--- config.mk ---
export PLATFORM = sky130hd
export DESIGN_NAME = writeback_unit_flat
export DESIGN_NICKNAME = d
export VERILOG_FILES = /design/src/rtl/writeback_unit_if.sv /design/src/rtl/writeback_unit.sv /design/src/flat_wrapper.sv
export SDC_FILE = /design/constraint.sdc
export NUM_CORES = 1
export LEC_CHECK = 0
export ABC_AREA = 1
export BUFFER_PORTS_ARGS = -buffer_cell sky130_fd_sc_hd__buf_2
export CAP_MARGIN = 10
export CORE_MARGIN = 2
export CORE_UTILIZATION = 40
export CTS_CLUSTER_DIAMETER = 50
export DETAILED_ROUTE_END_ITERATION = 12
export SETUP_SLACK_MARGIN = 0.05
export SLEW_MARGIN = 15
export SYNTH_ARGS = -nofsm -noshare
export SYNTH_HDL_FRONTEND = slang
export SYNTH_SLANG_ARGS = --single-unit
--- constraint.sdc ---
create_clock -name clock -period 11.3 [get_ports clock]
set_clock_uncertainty 0.15 [all_clocks]
set_input_delay 1.13 -clock clock [delete_from_list [all_inputs] [get_ports clock]]
set_output_delay 1.13 -clock clock [all_outputs]
set_load 0.1 [all_outputs]
--- src/rtl/writeback_unit_if.sv ---
// Memory-to-writeback result channel.
// Valid/ready handshake plus the register write payload.
interface writeback_unit_if #(
    parameter int WIDTH        = 24,
    parameter int VECTOR_WIDTH = 8,
    parameter int ADDRESSWIDTH = 4
);
    logic                                wb_valid;
    logic                                wb_ready;
    logic                                wb_regwrite;
    logic [ADDRESSWIDTH-1:0]             wb_address;
    logic [WIDTH-1:0]                    wb_data;
    logic [VECTOR_WIDTH-1:0][WIDTH-1:0]  wb_data_v;
    logic                                wb_isvector;
    logic                                wb_vect_esc;
    logic [2:0]                          wb_index;

    modport master (
        output wb_valid, wb_regwrite, wb_address, wb_data,
        output wb_data_v, wb_isvector, wb_vect_esc, wb_index,
        input  wb_ready
    );

    modport slave (
        input  wb_valid, wb_regwrite, wb_address, wb_data,
        input  wb_data_v, wb_isvector, wb_vect_esc, wb_index,
        output wb_ready
    );
endinterface

--- src/rtl/writeback_unit.sv ---
// Writeback stage: in-order result queue, mode expansion onto the
// register-file write bus, and a pending-write scoreboard for decode.
module writeback_unit #(
    parameter int WIDTH        = 24,
    parameter int VECTOR_WIDTH = 8,
    parameter int ADDRESSWIDTH = 4,
    parameter int DEPTH        = 4
) (
    input  logic                               clock,
    input  logic                               reset,
    writeback_unit_if.slave                    wb,
    input  logic                               commit_stall,
    output logic [ADDRESSWIDTH-1:0]            writeAddress,
    output logic [WIDTH-1:0]                   dataToSave,
    output logic [VECTOR_WIDTH-1:0][WIDTH-1:0] dataToSave_v,
    output logic                               writeEnable,
    output logic                               isvector_A,
    output logic                               vect_esc_A,
    output logic [2:0]                         index_A,
    input  logic [ADDRESSWIDTH-1:0]            rd1_address,
    input  logic [ADDRESSWIDTH-1:0]            rd2_address,
    input  logic                               rd_isvector,
    output logic                               busy1,
    output logic                               busy2,
    output logic [$clog2(DEPTH):0]             occupancy
);
    localparam int PW = $clog2(DEPTH);
    localparam int CW = PW + 1;
    localparam logic [CW-1:0] FULL = CW'(DEPTH);

    logic [ADDRESSWIDTH-1:0]            q_addr [DEPTH];
    logic [WIDTH-1:0]                   q_data [DEPTH];
    logic [VECTOR_WIDTH-1:0][WIDTH-1:0] q_data_v [DEPTH];
    logic                               q_isv [DEPTH];
    logic                               q_esc [DEPTH];
    logic [2:0]                         q_idx [DEPTH];
    logic [DEPTH-1:0]                   q_valid;

    logic [PW-1:0] head;
    logic [PW-1:0] tail;
    logic [CW-1:0] count;

    logic push;
    logic pop;

    logic [WIDTH-1:0]                   nxt_data;
    logic [VECTOR_WIDTH-1:0][WIDTH-1:0] nxt_data_v;

    assign wb.wb_ready = (count != FULL);
    assign push        = wb.wb_valid && wb.wb_ready && wb.wb_regwrite;
    assign pop         = (count != '0) && !commit_stall;
    assign occupancy   = count;

    always_ff @(posedge clock) begin
        if (push) begin
            q_addr[tail]   <= wb.wb_address;
            q_data[tail]   <= wb.wb_data;
            q_data_v[tail] <= wb.wb_data_v;
            q_isv[tail]    <= wb.wb_isvector;
            q_esc[tail]    <= wb.wb_vect_esc;
            q_idx[tail]    <= wb.wb_index;
        end
    end

    always_ff @(posedge clock or posedge reset) begin
        if (reset) begin
            head    <= '0;
            tail    <= '0;
            count   <= '0;
            q_valid <= '0;
        end else begin
            if (push) begin
                tail          <= tail + PW'(1);
                q_valid[tail] <= 1'b1;
            end
            if (pop) begin
                head          <= head + PW'(1);
                q_valid[head] <= 1'b0;
            end
            unique case ({push, pop})
                2'b10:   count <= count + CW'(1);
                2'b01:   count <= count - CW'(1);
                default: count <= count;
            endcase
        end
    end

    // Expand the head entry's mode into scalar and lane data
    always_comb begin
        nxt_data   = '0;
        nxt_data_v = '0;
        unique case ({q_isv[head], q_esc[head]})
            2'b00: nxt_data = q_data[head];
            2'b10: nxt_data_v = q_data_v[head];
            2'b11: begin
                nxt_data = q_data[head];
                for (int l = 0; l < VECTOR_WIDTH; l++) begin
                    if (l == int'(q_idx[head])) begin
                        nxt_data_v[l] = q_data[head];
                    end
                end
            end
            default: begin
                nxt_data = q_data[head];
                for (int l = 0; l < VECTOR_WIDTH; l++) begin
                    nxt_data_v[l] = q_data[head];
                end
            end
        endcase
    end

    always_ff @(posedge clock or posedge reset) begin
        if (reset) begin
            writeEnable  <= 1'b0;
            writeAddress <= '0;
            dataToSave   <= '0;
            dataToSave_v <= '0;
            isvector_A   <= 1'b0;
            vect_esc_A   <= 1'b0;
            index_A      <= '0;
        end else if (pop) begin
            writeEnable  <= 1'b1;
            writeAddress <= q_addr[head];
            dataToSave   <= nxt_data;
            dataToSave_v <= nxt_data_v;
            isvector_A   <= q_isv[head];
            vect_esc_A   <= q_esc[head];
            index_A      <= q_idx[head];
        end else begin
            writeEnable <= 1'b0;
        end
    end

    // Any non-scalar mode lives in the vector register file
    always_comb begin
        busy1 = 1'b0;
        busy2 = 1'b0;
        for (int i = 0; i < DEPTH; i++) begin
            if (q_valid[i] && ((q_isv[i] | q_esc[i]) == rd_isvector)) begin
                if (q_addr[i] == rd1_address) busy1 = 1'b1;
                if (q_addr[i] == rd2_address) busy2 = 1'b1;
            end
        end
    end
endmodule

--- src/flat_wrapper.sv ---
// flat-port wrapper written by rule: the top's interface ports become plain ports
module writeback_unit_flat 
#(
    parameter int WIDTH        = 24,
    parameter int VECTOR_WIDTH = 8,
    parameter int ADDRESSWIDTH = 4,
    parameter int DEPTH        = 4
)
  (clock, reset, commit_stall, writeAddress, dataToSave, dataToSave_v, writeEnable, isvector_A, vect_esc_A, index_A, rd1_address, rd2_address, rd_isvector, busy1, busy2, occupancy, wb_wb_valid, wb_wb_regwrite, wb_wb_address, wb_wb_data, wb_wb_data_v, wb_wb_isvector, wb_wb_vect_esc, wb_wb_index, wb_wb_ready);
  writeback_unit_if #(.WIDTH(WIDTH), .VECTOR_WIDTH(VECTOR_WIDTH), .ADDRESSWIDTH(ADDRESSWIDTH)) wb_i ();
  input  logic clock;
  input  logic reset;
  input  logic commit_stall;
  output logic [ADDRESSWIDTH-1:0] writeAddress;
  output logic [WIDTH-1:0] dataToSave;
  output logic [VECTOR_WIDTH-1:0][WIDTH-1:0] dataToSave_v;
  output logic writeEnable;
  output logic isvector_A;
  output logic vect_esc_A;
  output logic [2:0] index_A;
  input  logic [ADDRESSWIDTH-1:0] rd1_address;
  input  logic [ADDRESSWIDTH-1:0] rd2_address;
  input  logic rd_isvector;
  output logic busy1;
  output logic busy2;
  output logic [$clog2(DEPTH):0] occupancy;
  input wire logic [$bits(wb_i.wb_valid)-1:0] wb_wb_valid;
  input wire logic [$bits(wb_i.wb_regwrite)-1:0] wb_wb_regwrite;
  input wire logic [$bits(wb_i.wb_address)-1:0] wb_wb_address;
  input wire logic [$bits(wb_i.wb_data)-1:0] wb_wb_data;
  input wire logic [$bits(wb_i.wb_data_v)-1:0] wb_wb_data_v;
  input wire logic [$bits(wb_i.wb_isvector)-1:0] wb_wb_isvector;
  input wire logic [$bits(wb_i.wb_vect_esc)-1:0] wb_wb_vect_esc;
  input wire logic [$bits(wb_i.wb_index)-1:0] wb_wb_index;
  output wire logic [$bits(wb_i.wb_ready)-1:0] wb_wb_ready;
  assign wb_i.wb_valid = wb_wb_valid;
  assign wb_i.wb_regwrite = wb_wb_regwrite;
  assign wb_i.wb_address = wb_wb_address;
  assign wb_i.wb_data = wb_wb_data;
  assign wb_i.wb_data_v = wb_wb_data_v;
  assign wb_i.wb_isvector = wb_wb_isvector;
  assign wb_i.wb_vect_esc = wb_wb_vect_esc;
  assign wb_i.wb_index = wb_wb_index;
  assign wb_wb_ready = wb_i.wb_ready;
  writeback_unit #(.WIDTH(WIDTH), .VECTOR_WIDTH(VECTOR_WIDTH), .ADDRESSWIDTH(ADDRESSWIDTH), .DEPTH(DEPTH)) u_core (.clock(clock), .reset(reset), .wb(wb_i), .commit_stall(commit_stall), .writeAddress(writeAddress), .dataToSave(dataToSave), .dataToSave_v(dataToSave_v), .writeEnable(writeEnable), .isvector_A(isvector_A), .vect_esc_A(vect_esc_A), .index_A(index_A), .rd1_address(rd1_address), .rd2_address(rd2_address), .rd_isvector(rd_isvector), .busy1(busy1), .busy2(busy2), .occupancy(occupancy));
endmodule
# Word-level counts from Yosys, hierarchy flattened
# Memory sizes are Yosys's and may differ from the RTL's. A register that Yosys moved wholly into a read port is not among the register bits.
# Cells that the tools add are included.
[op_classes]
addsub = 4
mul = 0
n_div = 0
order_cmp = 4
n_eq_ne = 24
shift = 0
n_mux = 36
bitwise = 7
reduce_logical = 14
[ops]
columns = ["operator", "n"]
rows = [
  ["$pmux 192 s3", 1],
  ["$mux 24", 9],
  ["$eq 4x4->1", 8],
  ["$mux 1", 21],
  ["$eq 3x3->1 const A", 4],
  ["$logic_and 1x1->1", 9],
  ["$mux 4", 2],
  ["$eq 2x2->1 const B", 3],
  ["$eq 2x3->1 const A", 2],
  ["$lt 2x3->1 const B", 2],
  ["$pmux 3 s2", 1],
  ["$add 2x1->2 const B", 2],
  ["$and 4x4->4", 1],
  ["$demux 1 s2", 2],
  ["$eq 1x1->1", 4],
  ["$ge 2x1->1 const B", 2],
  ["$not 4->4", 1],
  ["$or 1x1->1", 4],
  ["$or 4x4->4", 1],
  ["$add 3x1->3 const B", 1],
  ["$eq 1x3->1 const A", 1],
  ["$logic_not 3->1", 1],
  ["$ne 3x3->1 const B", 1],
  ["$reduce_bool 3->1", 1],
  ["5 further kinds", 5],
]
[totals]
regBits = 233
latchBits = 0
mem_bits_rw = 900
romBits = 0
input_bits = 239
output_inout_bits = 232
word_cells = 112
n_memories = 6
[mem_list]
columns = ["name", "words", "width", "read_ports", "rd_clocked_by_memory_dff", "write_ports", "line_no", "rtl"]
rows = [
  ["u_core.q_data_v", 4, 192, 1, 0, 1, "writeback_unit.sv:33", "logic [VECTOR_WIDTH-1:0][WIDTH-1:0] q_data_v [DEPTH];"],
  ["u_core.q_data", 4, 24, 1, 0, 1, "writeback_unit.sv:32", "logic [WIDTH-1:0] q_data [DEPTH];"],
  ["u_core.q_addr", 4, 4, 5, 1, 1, "writeback_unit.sv:31", "logic [ADDRESSWIDTH-1:0] q_addr [DEPTH];"],
  ["u_core.q_idx", 4, 3, 1, 0, 1, "writeback_unit.sv:36", "logic [2:0] q_idx [DEPTH];"],
  ["u_core.q_esc", 4, 1, 5, 0, 1, "writeback_unit.sv:35", "logic q_esc [DEPTH];"],
  ["u_core.q_isv", 4, 1, 5, 0, 1, "writeback_unit.sv:34", "logic q_isv [DEPTH];"],
]

# Longest topological paths before layout
# Gate-level depths: netlist of the first run.
[logic_depth]
depth_word = 10
ltp_mapped = 14
depth_no_buf = 11

# Least setup slack after synthesis of the first run
# Ideal clock, no wire load.
[synth_path]
path_kind = "register -> register"
startpoint = "reg u_core.count[1] (netlist: u_core.occupancy[1])"
endpoint = "mem u_core.q_addr[0][0], enable pin"
setup_time_ps = 815
t_arrival_ps = 11873
t_required_ps = 10335
path_slack_ps = -1538
path_stages_with_launch = 5
path_buffers = 0
synth_period_minus_slack_ps = 12838
path_cell_list = "dfrtp_1 -> inv_1 -> nand3_1 -> nand3_1 -> nor2_1"
[synth_between]
elab_chain_cells = 5
[synth_lines]
columns = ["element", "line_no", "rtl"]
rows = [
  ["from (decl)", "writeback_unit.sv:41", "logic [CW-1:0] count;"],
  ["from (signal assigned)", "writeback_unit.sv:81", "2'b10: count <= count + CW'(1);"],
  ["from (signal assigned)", "writeback_unit.sv:82", "2'b01: count <= count - CW'(1);"],
  ["from (signal assigned)", "writeback_unit.sv:83", "default: count <= count;"],
  ["$ne 3x3->1", "writeback_unit.sv:49", "assign wb.wb_ready = (count != FULL);"],
  ["net wb_wb_ready", "flat_wrapper.sv:35", "output wire logic [$bits(wb_i.wb_ready)-1:0] wb_wb_ready;"],
  ["$logic_and 1x1->1 (2 in series)", "writeback_unit.sv:50", "assign push = wb.wb_valid && wb.wb_ready && wb.wb_regwrite;"],
  ["$mux 1", "writeback_unit.sv:55", "if (push) begin"],
  ["$mux 1 (not written as such)", "writeback_unit.sv:56", "q_addr[tail] <= wb.wb_address;"],
  ["to (decl)", "writeback_unit.sv:31", ""],
]
# The timed path passes the listed nets, and every way through them passes these cells.

# Worst setup path in the final report of the first run
[layout_path]
startpoint = "reg u_core.head[0]"
endpoint = "reg u_core.dataToSave_v[181] (netlist bit)"
[layout_between]
elab_chain_cells = 4
elab_cells_between_ends = 11
classes_between = "eq/ne: 3; mux: 2; reduce/logical: 1; memory: 5"
[layout_lines]
columns = ["element", "line_no", "rtl"]
rows = [
  ["from (decl)", "writeback_unit.sv:39", "logic [PW-1:0] head;"],
  ["from (signal assigned)", "writeback_unit.sv:77", "head <= head + PW'(1);"],
  ["$mem_v2 4x3", "--", ""],
  ["$eq 1x3->1", "writeback_unit.sv:98", "if (l == int'(q_idx[head])) begin"],
  ["$mux 24", "writeback_unit.sv:98", ""],
  ["$pmux 192 s3 (*)", "writeback_unit.sv:92", "unique case ({q_isv[head], q_esc[head]})"],
  ["to (signal assigned)", "writeback_unit.sv:125", "dataToSave_v <= nxt_data_v;"],
  ["to (decl)", "writeback_unit.sv:15", "output logic [VECTOR_WIDTH-1:0][WIDTH-1:0] dataToSave_v,"],
]
# Mark *: on every way between the ends. The rest lies on a longest branch, timed or not.
# A chain may end at the register's enable or synchronous reset.

==> results of run 1 <==
==> cell families (layout without fill, tap and decap cells) <==
kind of cell,count (synthesis),in the layout,synth area share
flip-flops,1137,1137,0.7060
buffers and inverters,450,980,0.04286
XOR/XNOR,38,38,0.007130
AND/OR/NAND/NOR,1796,1796,0.1597
other,0,30,0
adder cells (fa/ha/maj),10,10,0.002841
AO/OA/AOI/OAI,721,721,0.08143
==> layout by cell type, fill, tap and decap left out, types with 20 or more instances in the layout <==
master     Yosys  layout
inv_2         26      26
o21ai_0      347     347
edfxtp_1     900     900
buf_2         71     470
clkbuf_16      0     137
or2_2        100     100
nand3_1      139     139
inv_1        191     189
nand2_1      617     617
dfrtp_1      237     235
a21oi_1      186     186
nor2_1       884     879
o31ai_1       24      24
diode_2        0      30
clkbuf_1     109      28
o22ai_1      100     100
buf_4         34      36
nor2_4        28      33
o21ai_1       59      59
xnor2_1       20      20
==> tightest hold or removal path, delay by kind of cell (launching register included) <==
| family | cells | cell delay, ns |
|---|---|---|
| compound gates | 1 | 0.05 |
| flops | 1 | 0.33 |
| simple gates | 1 | 0.05 |
==> worst min-delay path by stage <==
stage | end | startpoint | slack, ns
5_1_grt | u_core.dataToSave[20] | u_core.dataToSave[20] | 0.34
3_3_place_gp | u_core.dataToSave[15] | u_core.dataToSave[15] | 0.31
2_1_floorplan | u_core.q_valid[3] | u_core.q_valid[3] | 0.31
3_5_place_dp | u_core.dataToSave[2] | u_core.dataToSave[2] | 0.31
6_report | u_core.dataToSave[2] | u_core.dataToSave[2] | 0.32
4_1_cts | u_core.dataToSave[2] | u_core.dataToSave[2] | 0.33
==> metal layers <==
metal | GRT usage | up-vias
li1 | - | 15016
met1 | 0.3439 | 16198
met2 | 0.4052 | 1397
met3 | 0.06250 | 306
met4 | 0.09750 | 34
met5 | 0 | -
==> through the flow <==
| stage | util | TNS, ns | cell area, sq um |
|---|---|---|---|
| after floorplan | - | -1389.56 | 46680 |
| after global placement | 0.4330 | 0 | 50180 |
| after detailed placement | 0.4330 | 0 | 50180 |
| after CTS | 0.4727 | 0 | 54780 |
| after global routing | 0.4729 | 0 | 54800 |
| final | 0.4733 | 0 | 54860 |
==> final cells by class <==
class / count / area [sq um] / share of cell area
clock inverter: 76 / 930.9 / 0.01697
sequential: 1137 / 32960 / 0.6009
clock buffer: 175 / 3671 / 0.06692
multi-input combinational: 2565 / 11770 / 0.2145
inverter: 220 / 858.3 / 0.01565
antenna: 30 / 75.07 / 0.001369
timing repair buffer: 509 / 2683 / 0.04890
tap: 1524 / 1907 / 0.03476
==> flip-flops by register name, summed over array words and instances, names as in the netlist, 2 cells and up <==
signal / count
u_core.q_esc: 4
u_core.dataToSave: 24
u_core.dataToSave_v: 192
u_core.q_valid: 4
u_core.occupancy: 3
u_core.q_addr: 16
u_core.writeAddress: 4
u_core.q_data_v: 768
u_core.index_A: 3
u_core.q_data: 96
u_core.q_idx: 12
u_core.tail: 2
u_core.q_isv: 4
u_core.head: 2
==> impl_metrics.toml, run 1 <==
[critical_path]
cpMostUsedCell = "nand2_1"
crit_type = "reg2reg"
r2r-start = "u_core.head[0]"
r2r-end = "u_core.dataToSave_v[181]"
reg2reg_depth = 13
required_ns = 11.83
worstPathArrival_ns = 5.83
crit_end = "u_core.dataToSave_v[181]"
cp_slowest_cell = "dfrtp_4"
r2r_slack_ns = 6.00
critical-path-top-delay-family = "buffers and inverters"
setup.worst_path.start = "u_core.head[0]"
path_depth = 13
crit_fanout = 94
max_stage_delay_ns = 1.09
crit_path_cell_trace = "buf_4 > buf_4 > buf_4 > nor2_1 > nor2_1 > nand2_1 > nand2_1 > nand3_1 > nand2_1 > inv_1 > nand3_1 > nand2_1 > inv_1"
crit_buf_inv = 5
worstSetupEndpointType = "flop"
start_kind = "flop"

[final_layout]
syn_to_final_growth_pct = 17.51
nets = 4817
n_fill_cell = 10402
fin_cells = 6236
drive_gt1_frac = 0.1935

[grt]
grt_max_degree = 168
grt_pass1_vias = 30890
antenna_found_initial = 67
grt.total_usage = 0.2568
overflow = 0
grt_pass1_wl_um = 222100

[timing]
tightestPinTransition_ns = 1.146
rsz0062_at_grt = "no"
fin_crit_sh = 0.4691
holdWs_ns = 0.3231
period_needed_ns = 5.301
slew-limit-headroom = 0.2352
hold_viol_final = 0
finalSetupViolCount = 0
slew_viol_final = 0
max_freq_mhz = 188.6
final.setup.worst_slack_ns = 5.999

[routing]
wl_um = 155300
via_count = 32951
wl_met3_um = 13480
firstDrtPassIters = 5
avgViaCountPerCell = 5.284
postRouteAntennaNets = 0
wl_met2_um = 71780
drt_drc_violations_left = 0
drt_iter0_drc = 3308
top_layer_used = "met5"
avgRoutedWirePerCell_um = 24.91
drt-met1-wl_um = 63830

[clock_network]
cts_inserted_buffers = 135
cts_sinks = 1137
cts_tree = "yes"
worstSkewPairLatency_ns = 0.76
cts-root-buf = "clkbuf_16"
cts_hold_buf = 0
clk_pin_slew_ns = 0.06
cts_buffer_depth = 3
cts_resized = 0
htree_levels = 4
post-cts-setup-buffer-count = 0

[die]
io_pins = 471
die-area_sq_mm = 0.1195
start_util = 0.4028
dieHeight_um = 345.6
rows = 125
core_area_sq_mm = 0.1159
die_w_um = 345.6

[synthesis]
yosys.cell_count.top_type = "edfxtp_1"
ys_ff_latch = 1137
synth_common_cells = "edfxtp_1 (900), nor2_1 (884), nand2_1 (617)"
synthFlopType = "edfxtp_1"
yosys_warnings = 0
syn_nets = 4401
async_flop_share = 0.2084
synth_cells = 4152
yosysUniqueCellTypes = 34
synth_top_cells_by_area = "edfxtp_1 (58%), dfrtp_1 (13%), nor2_1 (7.1%)"
ys_seq_area_frac = 0.7060
synth_edf_count = 900
syn_area_per_cell_sq_um = 11.24
synth.cell_area_sq_mm = 0.04668
synth_top_cell_area_share = 0.5789
yosysTopAreaCell = "edfxtp_1"

[place]
place_inst = 5955
pre_cts_ws_ns = 5.994
port-buffer-count = 470
dpl.hpwl_um = 96310
gp_routability_congestion = 0.8214

[job]
maxCapViolCount = 0

[outcome]
status = "completed"

[min_path]
whs_path_depth = 2
hold_path_class = "reg2reg"
Power of run 1 is left out: the tool's default activity adds up to more than one toggle a clock period on the data nets, which glitch-free logic cannot reach.
==> inputs of run 2 (changes only) <==
- clock period: 11.3 -> 5.4 ns (I/O delays scaled with it)
==> run 2 against run 1 <==
Net effect: routed wire length is 2.0% higher; highest routed layer unchanged; global-route usage grew 0.34 points; register-to-register slack lost 4.6 ns; hold slack worse by 0.27 ns; clock-buffer cell count up 3; first-iteration DRC count up 5.2%; sequential share of layout area is 2.3 points lower.
==> impl_metrics.toml, run 2 (same netlist as run 1, synthesis figures left out) <==
[grt]
grt.total_usage = 0.2602
grt_pass1_wl_um = 226100
antenna_found_initial = 25
grt_pass1_vias = 32004
overflow = 0
grt_max_degree = 184

[timing]
rsz0062_at_grt = "no"
period_needed_ns = 4.010
tns_ns = 0
max_freq_mhz = 249.4
fin_crit_sh = 0.7425
finalSetupViolCount = 0
tightestPinTransition_ns = 1.176
slew_viol_final = 0
slew-limit-headroom = 0.2139
hold_viol_final = 0

[critical_path]
r2r-start = "u_core.head[1]"
crit_path_cell_trace = "inv_8 > buf_4 > buf_4 > o21ai_0 > o22ai_1 > nand2_1 > nand3_1 > nand2_1 > inv_1"
worstSetupEndpointType = "flop"
required_ns = 5.94
crit_type = "reg2reg"
reg2reg_depth = 9
r2r_slack_ns = 1.39
start_kind = "flop"
crit_fanout = 89
worstPathArrival_ns = 4.55
crit_buf_inv = 4
critical-path-top-delay-family = "buffers and inverters"
max_stage_delay_ns = 0.83
r2r-end = "u_core.dataToSave_v[4]"
cp_slowest_cell = "buf_4"

[clock_network]
worstSkewPairLatency_ns = 0.76
cts-root-buf = "clkbuf_16"
cts_buffer_depth = 3
htree_levels = 4
cts_resized = 0
cts_sinks = 1137
cts_tree = "yes"
clk_pin_slew_ns = 0.06
cts_inserted_buffers = 132

[pwr]
p_leak_nw = 21.99
p_switching_mw = 19.60
ir_worst_vdd_uv = 796.9
power_frac_comb = 0.464
switching_share = 0.4991
power_frac_clock = 0.227
power.density_mw_per_mm2 = 688.3
seq_power_share = 0.309
intPower_mw = 19.67

[job]
maxCapViolCount = 0

[final_layout]
regMostFlops = "u_core.q_data_v"
largestRegisters = "u_core.q_data_v x768, u_core.dataToSave_v x192, u_core.q_data x96"
n_fill_cell = 10276
multi_input_area_sq_mm = 0.01179
final_area_sq_mm = 0.05706
syn_to_final_growth_pct = 22.23
largest_register_ffs = 768
drive_gt1_frac = 0.1849
regArea_sq_mm = 0.03297
nets = 5051
final_cell_mix = "edfxtp_1 (900), nor2_1 (879), nand2_1 (617), buf_2 (470), o21ai_0 (347)"
final_common_cell = "edfxtp_1"
fin_cells = 6450

[die]
dieHeight_um = 345.6
rows = 125
io_pins = 471
start_util = 0.4028
core_area_sq_mm = 0.1159
die_w_um = 345.6
die-area_sq_mm = 0.1195

[routing]
drt_iter0_drc = 3479
wl_um = 158500
postRouteAntennaNets = 0
avgViaCountPerCell = 5.295
avgRoutedWirePerCell_um = 24.57
drt_drc_violations_left = 0
via_count = 34153
firstDrtPassIters = 6

[min_path]
whs_path_depth = 3
holdPathEnd = "u_core.tail[0]"
hp-start = "wb_wb_valid"
hold_path_class = "in2reg"

[place]
port-buffer-count = 470
gp_routability_congestion = 0.8334
dpl.hpwl_um = 97570
dpl_cell_area_sq_mm = 0.05038
place_inst = 5965

[outcome]
status = "completed"
==> run 2: power groups by stage <==
stage	registers, mW	clock network, mW	logic (mW)
6_report	12.1	8.92	18.2
5_1_grt	12.3	9.39	19.2
4_1_cts	12.1	9.01	18.2
3_5_place_dp	12.2	0	18.0
3_3_place_gp	12.2	0	17.9
2_1_floorplan	18.2	0	6.89
==> run 2: layout make-up <==
class | instances | area share
antenna | 14 | 0.0006140
clock buffer | 178 | 0.06362
clock inverter | 66 | 0.01300
inverter | 220 | 0.01498
multi-input combinational | 2565 | 0.2067
sequential | 1137 | 0.5778
tap | 1524 | 0.03342
timing repair buffer | 746 | 0.08991
==> run 2: worst register-to-register path: stages, from the launching register on <==
cell and delay [ns]:
dfrtp_4 0.66, inv_8 0.57, buf_4 0.84, buf_4 0.86, o21ai_0 0.24, o22ai_1 0.26, nand2_1 0.15, nand3_1 0.13
nand2_1 0.06, inv_1 0.05
==> run 2: per-stage QoR <==
stage	utilization	worst slack (ns)	hold slack, ns	total power [mW]
finish	0.4923	1.390	0.05768	39.27
global route	0.4922	1.334	0.05982	40.84
CTS	0.4920	1.449	0.008525	39.31
detailed placement	0.4347	1.455	0.3188	30.25
global placement	0.4347	1.467	0.3162	30.15
floorplan	-	0.05561	0.3130	25.14
==> run 2: routing by layer <==
layer | part of all wire | routed length [um] | GRT usage | vias up
met1 | 0.42 | 66400 | 0.3611 | 16767
met2 | 0.45 | 71470 | 0.3992 | 1630
met4 | 0.042 | 6701 | 0.1076 | 16
met3 | 0.087 | 13800 | 0.05438 | 298
li1 | - | - | - | 15442
met5 | 0.00066 | 104 | 0 | -
==> run 2: how the worst max path moves through the flow <==
stage / from / end / slack [ns] / cells after the start
floorplan: u_core.occupancy[0] / u_core.q_addr[0][0] / 0.06 / 4
finish: u_core.head[1] / u_core.dataToSave_v[4] / 1.39 / 9
CTS: u_core.head[1] / u_core.dataToSave_v[4] / 1.45 / 9
global placement: u_core.head[1] / u_core.dataToSave_v[4] / 1.47 / 9
detailed placement: u_core.head[1] / u_core.dataToSave_v[4] / 1.45 / 9
global route: u_core.head[1] / u_core.dataToSave_v[4] / 1.33 / 9
==> run 2: timing repair <==
action | CTS | global route
endpoints found under the hold margin | 914 | 0
setup buffers | 0 | 0
hold buffers | 227 | 0
Power figures use the tool's default switching activity.
